--- config.mk ---
export PLATFORM = sky130hd
export DESIGN_NAME = hazard_control_unit
export DESIGN_NICKNAME = d
export VERILOG_FILES = /design/src/rtl/hazard_control_unit.sv
export SDC_FILE = /design/constraint.sdc
export NUM_CORES = 1
export LEC_CHECK = 0
export CAP_MARGIN = 25
export CELL_PAD_IN_SITES_DETAIL_PLACEMENT = 0
export CELL_PAD_IN_SITES_GLOBAL_PLACEMENT = 1
export CORE_UTILIZATION = 35
export CTS_CLUSTER_SIZE = 20
export DETAILED_ROUTE_END_ITERATION = 8
export PLACE_DENSITY_LB_ADDON = 0.15
export SLEW_MARGIN = 40
export SYNTH_ARGS = -nofsm -noshare
export SYNTH_HDL_FRONTEND = slang
export SYNTH_SLANG_ARGS = --single-unit
export TNS_END_PERCENT = 100
--- constraint.sdc ---
create_clock -name clk_i -period 4.5 [get_ports clk_i]
set_input_delay 0.675 -clock clk_i [delete_from_list [all_inputs] [get_ports clk_i]]
set_output_delay 0.675 -clock clk_i [all_outputs]
set_load 0.1 [all_outputs]
--- src/rtl/hazard_control_unit.sv ---
// Pipeline hazard controller: load-use bubbles, taken-branch flushes and memory-wait stalls,
// plus a saturating count of decode-stall cycles.
module hazard_control_unit #(
    parameter int unsigned ADDR_WIDTH          = 4,
    parameter int unsigned BRANCH_FLUSH_CYCLES = 2
) (
    input  logic                  clk_i,
    input  logic                  reset_i,
    input  logic                  ex_is_valid_i,
    input  logic                  ex_mem_read_en_i,
    input  logic [ADDR_WIDTH-1:0] ex_reg_dest_addr_i,
    input  logic                  de_is_valid_i,
    input  logic [ADDR_WIDTH-1:0] de_reg_1_source_addr_i,
    input  logic [ADDR_WIDTH-1:0] de_reg_2_source_addr_i,
    input  logic [ADDR_WIDTH-1:0] de_reg_3_source_addr_i,
    input  logic [2:0]            de_uses_reg_i,
    input  logic                  branch_taken_i,
    input  logic                  mem_busy_i,
    output logic                  stall_fetch_o,
    output logic                  stall_decode_o,
    output logic                  flush_pipeline_o,
    output logic [1:0]            hazard_state_o,
    output logic [15:0]           stall_cycles_o
);

    localparam logic       FLUSH_PIPELINE = 1'b1;
    localparam logic [2:0] FLUSH_LOAD     = 3'(BRANCH_FLUSH_CYCLES - 1);

    typedef enum logic [1:0] {
        StIdle        = 2'd0,
        StLoadStall   = 2'd1,
        StBranchFlush = 2'd2,
        StMemWait     = 2'd3
    } state_e;

    state_e      state_q, state_d;
    logic [2:0]  flush_cnt_q, flush_cnt_d;
    logic [15:0] stall_cnt_q;
    logic        load_use;
    logic        branch;

    always_comb begin
        load_use = 1'b0;
        if (ex_is_valid_i && ex_mem_read_en_i && de_is_valid_i) begin
            load_use = (de_uses_reg_i[0] && (de_reg_1_source_addr_i == ex_reg_dest_addr_i)) ||
                       (de_uses_reg_i[1] && (de_reg_2_source_addr_i == ex_reg_dest_addr_i)) ||
                       (de_uses_reg_i[2] && (de_reg_3_source_addr_i == ex_reg_dest_addr_i));
        end
    end

    assign branch = branch_taken_i && ex_is_valid_i;

    always_comb begin
        state_d          = state_q;
        flush_cnt_d      = flush_cnt_q;
        stall_fetch_o    = 1'b0;
        stall_decode_o   = 1'b0;
        flush_pipeline_o = ~FLUSH_PIPELINE;
        if (!reset_i) begin
            // Hold the decode/execute register as a bubble while in reset.
            flush_pipeline_o = FLUSH_PIPELINE;
            state_d          = StIdle;
            flush_cnt_d      = 3'd0;
        end else begin
            case (state_q)
                StIdle: begin
                    if (branch) begin
                        flush_pipeline_o = FLUSH_PIPELINE;
                        flush_cnt_d      = FLUSH_LOAD;
                        state_d          = (FLUSH_LOAD != 3'd0) ? StBranchFlush : StIdle;
                    end else if (mem_busy_i) begin
                        stall_fetch_o  = 1'b1;
                        stall_decode_o = 1'b1;
                        state_d        = StMemWait;
                    end else if (load_use) begin
                        stall_fetch_o    = 1'b1;
                        stall_decode_o   = 1'b1;
                        flush_pipeline_o = FLUSH_PIPELINE;
                        state_d          = StLoadStall;
                    end
                end
                StLoadStall: begin
                    state_d = StIdle;
                end
                StBranchFlush: begin
                    flush_pipeline_o = FLUSH_PIPELINE;
                    flush_cnt_d      = flush_cnt_q - 3'd1;
                    if (flush_cnt_q <= 3'd1) begin
                        flush_cnt_d = 3'd0;
                        state_d     = StIdle;
                    end
                end
                StMemWait: begin
                    stall_fetch_o  = mem_busy_i;
                    stall_decode_o = mem_busy_i;
                    if (!mem_busy_i) begin
                        state_d = StIdle;
                    end
                end
                default: begin
                    state_d = StIdle;
                end
            endcase
        end
    end

    always_ff @(posedge clk_i) begin
        if (!reset_i) begin
            state_q     <= StIdle;
            flush_cnt_q <= 3'd0;
            stall_cnt_q <= 16'd0;
        end else begin
            state_q     <= state_d;
            flush_cnt_q <= flush_cnt_d;
            if (stall_decode_o && (stall_cnt_q != 16'hFFFF)) begin
                stall_cnt_q <= stall_cnt_q + 16'd1;
            end
        end
    end

    assign hazard_state_o = reset_i ? state_q : StIdle;
    assign stall_cycles_o = stall_cnt_q;

endmodule

==> results of run 1 <==
[layout make-up]
cell class | instances | area share [%]
Multi-Input combinational cell | 137 | 48.7
Sequential cell | 21 | 23.1
Clock buffer | 4 | 2.47
Timing Repair Buffer | 47 | 20.6
Inverter | 9 | 1.86
Tap cell | 48 | 3.30
[worst max-delay path, delay by kind of cell]
kind	cells	cell delay, ns
simple gates	4	0.97
buf+inv	2	0.79
xor+xnor	1	0.18
[cell families (layout without fill, tap and decap cells)]
kind of cell / Yosys count / count (layout) / synth area share [%]
and+or+nand+nor: 75 / 75 / 30.1
AOI/OAI and AO/OA: 40 / 40 / 18.1
DFF: 21 / 21 / 30.5
buffers and inverters: 15 / 60 / 5.26
xor gates and xnor gates: 12 / 12 / 7.62
adders and majority gates: 6 / 6 / 5.44
muxes: 4 / 4 / 2.90
[state kept, by name (all words and copies together) (netlist names)]
register        count
flush_cnt_q         3
state_q             2
stall_cycles_o     16
[metrics by stage]
stage / instance area (µm²) / utilization, % / hold slack, ns / setup slack, ns / power [mW]
after CTS: 1820 / 49.0 / 0.496 / 1.19 / 0.496
final: 1820 / 49.0 / 0.500 / 1.21 / 0.489
after global routing: 1820 / 49.0 / 0.510 / 1.04 / 0.519
after global placement: 1860 / 49.9 / 0.476 / 1.27 / 0.367
after detailed placement: 1780 / 47.8 / 0.485 / 1.19 / 0.369
after floorplan: 1380 / - / 0.457 / 0.165 / 0.320
[report_power, final]
group / total [mW] / switching, mW / internal (mW)
Sequential: 0.202 / 0.00847 / 0.193
Combinational: 0.163 / 0.105 / 0.0576
Clock: 0.124 / 0.0615 / 0.0630
Total: 0.489 / 0.175 / 0.314
[metal layers]
| layer | vias up | global-route usage (%) | share of wire, % |
|---|---|---|---|
| li1 | 722 | - | - |
| met1 | 624 | 20.9 | 46 |
| met2 | 40 | 33.2 | 49 |
| met3 | 0 | 1.76 | 4.4 |
| met4 | 0 | 2.50 | 0 |
| met5 | - | 0 | 0 |
[worst paths after layout]
path	slack, ns	to	cells after the start	start
max	1.21	stall_decode_o	7	ex_reg_dest_addr_i[3]
min reg2reg	0.50	stall_cycles_o[5]	2	stall_cycles_o[5]
min	0.50	stall_cycles_o[5]	2	stall_cycles_o[5]
max reg2reg	2.09	stall_cycles_o[14]	8	state_q[0]
[Yosys cell counts (3+ instances only)]
cell type and n:
a21oi_1 15, and3_1 4, dfxtp_1 21, ha_1 6, inv_1 8, mux2i_1 4, nand2_1 13, nand2b_1 3
nand3_1 13, nand4_1 5, nor2_1 10, nor3_1 5, o21ai_0 8, o31ai_1 7, or3_1 5, or4_1 7
xnor2_1 6, xor2_1 6
==> run summary, run 1 <==
## Detailed routing
* count of antenna-violating nets left after detailed routing: 0
* post-DR vias/cell: 5.21
* number of DRC violations after detailed routing: 0
* iteration count of the initial detailed-routing pass: 4
* total routed wirelength: 3.37 mm
* number of vias in the routed layout: 1386
* routed wirelength normalized by instance count: 12.7 µm
* detailed router's first-iteration violation count: 133

## Power and ir drop
* maximum resistive drop on vdd: 0.113 mV
* power density of the placed cells: 269 nW/µm²
* total leakage power: 0.703 nW

## STA
* Fin Setup TNS: 0 ns
* Final Max Slew Viols: 0
* Fin Clk Skew: 0.00666 ns
* final hold violation count: 0
* final count of negative-setup-slack endpoints: 0
* relative slew slack: 67.8%
* post-layout minimum cycle time: 3.29 ns
* maximum clock frequency: 0.304 GHz
* actual slew at the worst max-slew pin: 0.487 ns
* fraction of the cycle the final worst path needs: 73.1%
* RSZ-0062 raised after global routing: false

## Placed design
* number of cells in the design after placement: 262
* quantity of I/O buffers inserted on ports: 46
* GPL Wtd Cong: 0.890
* HPWL reported at the end of detailed placement: 2.67 mm

## Synthesis
* fraction of synthesized cell area taken by the top area cell type: 30.5%
* number of instances in the synthesized netlist: 173
* Post-Syn Area: 1380 µm²
* area leader, netlist: dfxtp_1
* primary flip-flop cell chosen by synthesis mapping: dfxtp_1
* main area contributors after synthesis: dfxtp_1 (30%), a21oi_1 (5.4%), ha_1 (5.4%)
* syn nets: 205
* number of synthesized flops with an enable pin: 0
* number of warning messages in the yosys log: 0
* average footprint of a synthesized cell: 7.97 µm²
* share of flip-flops with an asynchronous set or reset after synthesis: 0%
* share of synthesized area occupied by flip-flops and latches: 30.5%
* number of distinct library cells after synthesis: 40
* post-synthesis register bit count: 21

## Die
* die width: 64.8 µm
* total I/O pin count: 47
* DIE HEIGHT: 64.8 µm
* starting utilization of the core area: 37.1%
* floorplan die area: 4190 µm²
* Placement Rows: 22
* area of the core: 3720 µm²

## Worst setup path
* cell breakdown of the critical path: clkdlybuf4s50_1, xor2_1, nor4_1, nand3_1, and4_4, nor2_1, buf_4
* CP max-delay cell: clkdlybuf4s50_1
* CP Capture Type: primary output
* category of the worst setup path launch point: input port
* maximum fanout along the worst path: 28
* type of the worst setup path: input port to primary output
* Crit path arrival time: 2.62 ns
* maximum cell stage delay along the critical path: 0.47 ns
* required time of the critical path: 3.83 ns

## Final layout
* layout filler cell count: 402
* Inserted Diodes: 0
* relative area change from synthesis to final layout: 32.0%
* FF+latch area: 420 µm²
* most common cell after layout, fill and taps aside: clkdlybuf4s50_1
* area used by multi-input combinational logic: 886 µm²
* most frequent cells in the layout: clkdlybuf4s50_1 (25), dfxtp_1 (21), buf_2 (16), a21oi_1 (15)
* share of layout cells above drive strength 1: 13.8%
* final cell count without fillers: 266
* Final Net Count: 251

## Global routing
* grt ovf: 0
* number of global-route vias before repair: 1418
* antenna violations before repair: 0
* largest net degree at the start of global routing: 29
* global-route total usage across every layer: 17.4%
* wire length of the first global-routing pass: 5.87 mm

## Run status
* result of the run: complete, no violations

## Clock tree
* clock input transition at the sequential cells of the worst setup and hold paths: 0.08 ns
* maximum buffer depth of the clock tree: 2
* clock sink count: 21
* worst-skew pair later-pin latency: 0.26 ns
* CTS Root Cell: clkbuf_8
* cts bufs inserted: 3
* count of buffers added by post-CTS timing repair for setup: 0
* Resize count post-CTS: 0
* Hold-fix buffers, CTS: 0
* CTS tree: built
* H-tree lvl count: 1

## Hold path
* class of the most critical hold timing path: flip-flop to flip-flop

## Flow run
* count of maximum capacitance violations: 0

Note: power is estimated with default switching activity, not from simulation.
==> run 2: changes to the inputs <==
--- a/config.mk
+++ b/config.mk
@@ -8,7 +8,7 @@
 export CAP_MARGIN = 25
 export CELL_PAD_IN_SITES_DETAIL_PLACEMENT = 0
 export CELL_PAD_IN_SITES_GLOBAL_PLACEMENT = 1
-export CORE_UTILIZATION = 35
+export CORE_UTILIZATION = 29
 export CTS_CLUSTER_SIZE = 20
 export DETAILED_ROUTE_END_ITERATION = 8
 export PLACE_DENSITY_LB_ADDON = 0.15
==> constraint.sdc (replaced) <==
create_clock -name clk_i -period 2.8 [get_ports clk_i]
set_input_delay 0.42 -clock clk_i [delete_from_list [all_inputs] [get_ports clk_i]]
set_output_delay 0.42 -clock clk_i [all_outputs]
set_load 0.1 [all_outputs]
==> run 2 against run 1 <==
Clock power up 63%. Sequential cell count unchanged. Non-clock buffer count up 2. Final area up 7.7%. Sequential power up 60%. Worst setup slack worse by 1.1 ns.
==> run summary, run 2 (synthesis results as in run 1) <==
## Placed design
* pre-CTS worst setup slack: 0.0832 ns, -1.11 ns
* number of cells in the design after placement: 268, +2.3%
* quantity of I/O buffers inserted on ports: 46, unchanged
* GPL Wtd Cong: 0.864, -2.9%
* HPWL reported at the end of detailed placement: 2.88 mm, +7.8%

## Detailed routing
* met1 wire length: 1.55 mm, -0.39%
* routed wirelength normalized by instance count: 13.2 µm, +4.1%
* number of vias in the routed layout: 1421, +2.5%
* detailed router's first-iteration violation count: 40, -70%
* met2 WL post-DR: 1.90 mm, +14%
* top layer reached by signal wires: met4
* number of DRC violations after detailed routing: 0, unchanged
* Routed met3 length: 108 µm, -28%
* total routed wirelength: 3.59 mm, +6.4%
* iteration count of the initial detailed-routing pass: 6, +2
* count of antenna-violating nets left after detailed routing: 0, unchanged
* post-DR vias/cell: 5.22, +0.26%

## Final layout
* final cell count without fillers: 272, +2.3%
* layout filler cell count: 446, +11%
* Inserted Diodes: 0, unchanged
* share of layout cells above drive strength 1: 15.9%, +2.1 points
* relative area change from synthesis to final layout: 42.2%
* most common cell after layout, fill and taps aside: clkdlybuf4s50_1
* Final Net Count: 253, +0.80%
* number of flip-flops under the largest register name: 16, unchanged
* most frequent cells in the layout: clkdlybuf4s50_1 (24), dfxtp_1 (21), buf_4 (19), a21oi_1 (15)

## Clock tree
* worst-skew pair later-pin latency: 0.27 ns, about the same
* count of buffers added by post-CTS timing repair for setup: 0, unchanged
* maximum buffer depth of the clock tree: 2, unchanged
* Resize count post-CTS: 0, unchanged
* clock input transition at the sequential cells of the worst setup and hold paths: 0.07 ns, about the same
* clock sink count: 21, unchanged
* Hold-fix buffers, CTS: 0, unchanged
* H-tree lvl count: 1, unchanged
* cts bufs inserted: 3, unchanged
* CTS tree: built
* CTS Root Cell: clkbuf_8

## Worst setup path
* Crit path arrival time: 2.29 ns, -0.33 ns
* required time of the critical path: 2.38 ns, -1.45 ns
* maximum fanout along the worst path: 3, -89%
* CP Capture Type: primary output
* type of the worst setup path: input port to primary output
* category of the worst setup path launch point: input port

## STA
* maximum clock frequency: 0.370 GHz
* final hold slack: 0.501 ns, +0.000853 ns
* relative slew slack: 64.6%, -3.2 points
* final count of negative-setup-slack endpoints: 0, unchanged
* Fin Setup TNS: 0 ns, unchanged
* Final Max Slew Viols: 0, unchanged
* fraction of the cycle the final worst path needs: 96.6%
* final hold violation count: 0, unchanged
* Fin Clk Skew: 0.0116 ns, +0.00492 ns
* post-layout minimum cycle time: 2.71 ns
* PnR worst setup slack: 0.0942 ns, -1.12 ns
* actual slew at the worst max-slew pin: 0.530 ns, +0.0429 ns

## Die
* floorplan die area: 5030 µm², +20%
* area of the core: 4470 µm², +20%
* starting utilization of the core area: 30.8%, -6.3 points
* DIE HEIGHT: 71.0 µm, +9.6%
* Placement Rows: 24, +9.1%
* die width: 71.0 µm, +9.6%
* total I/O pin count: 47, unchanged

## Power and ir drop
* maximum resistive drop on vdd: 0.199 mV, +77%
* power density of the placed cells: 419 nW/µm², +56%
* total leakage power: 0.740 nW, +5.2%

## Flow run
* count of maximum capacitance violations: 0, unchanged

## Global routing
* grt ovf: 0, unchanged
* global-route total usage across every layer: 15.0%, -2.3 points
* wire length of the first global-routing pass: 6.16 mm, +4.9%
* largest net degree at the start of global routing: 29, unchanged
* number of global-route vias before repair: 1402, -1.1%
* antenna violations before repair: 0, unchanged

## Hold path
* class of the most critical hold timing path: flip-flop to flip-flop

## Run status
* result of the run: complete, no violations

run 2: worst paths after layout:
check / start / endpoint / slack (ns) / cells past startpoint
max: ex_reg_dest_addr_i[3] / flush_pipeline_o / 0.09 / 8
min: flush_cnt_q[1] / flush_cnt_q[1] / 0.50 / 2
max reg2reg: state_q[0] / stall_cycles_o[14] / 0.44 / 8
min reg2reg: flush_cnt_q[1] / flush_cnt_q[1] / 0.50 / 2
run 2: layout make-up:
cell class	instances	area (µm²)	area share, %
inverter	9	33.8	1.72
timing repair buffer	49	495	25.3
tap	52	65.1	3.32
sequential	21	420	21.4
multi-input combinational	137	900	45.9
clock buffer	3	41.3	2.11
clock inverter	1	5.00	0.255
run 2: power by group:
group / total [mW] / internal (mW) / switching, mW
Clock: 0.202 / 0.0992 / 0.103
Combinational: 0.296 / 0.118 / 0.178
Sequential: 0.323 / 0.310 / 0.0126
Total: 0.821 / 0.528 / 0.293
run 2: metrics by stage:
step	cell area (µm²)	power, mW	utilization (%)
after global placement	1910	0.622	42.6
after CTS	1950	0.831	43.6
after global routing	1960	0.866	43.8
after floorplan	1390	0.520	-
after detailed placement	1910	0.625	42.6
final	1960	0.821	43.8
run 2: metal layers:
| layer | track usage, % | vias up |
|---|---|---|
| li1 | - | 732 |
| met1 | 16.8 | 666 |
| met2 | 29.0 | 19 |
| met3 | 2.99 | 4 |
| met4 | 3.56 | 0 |
| met5 | 0 | - |
run 2: critical path, cell delays in order:
cell and delay (ns):
clkdlybuf4s50_1 0.54, xnor2_1 0.15, nand4_1 0.12, or3_4 0.35, a31o_2 0.21, a21oi_1 0.13, or3_1 0.17, buf_12 0.18
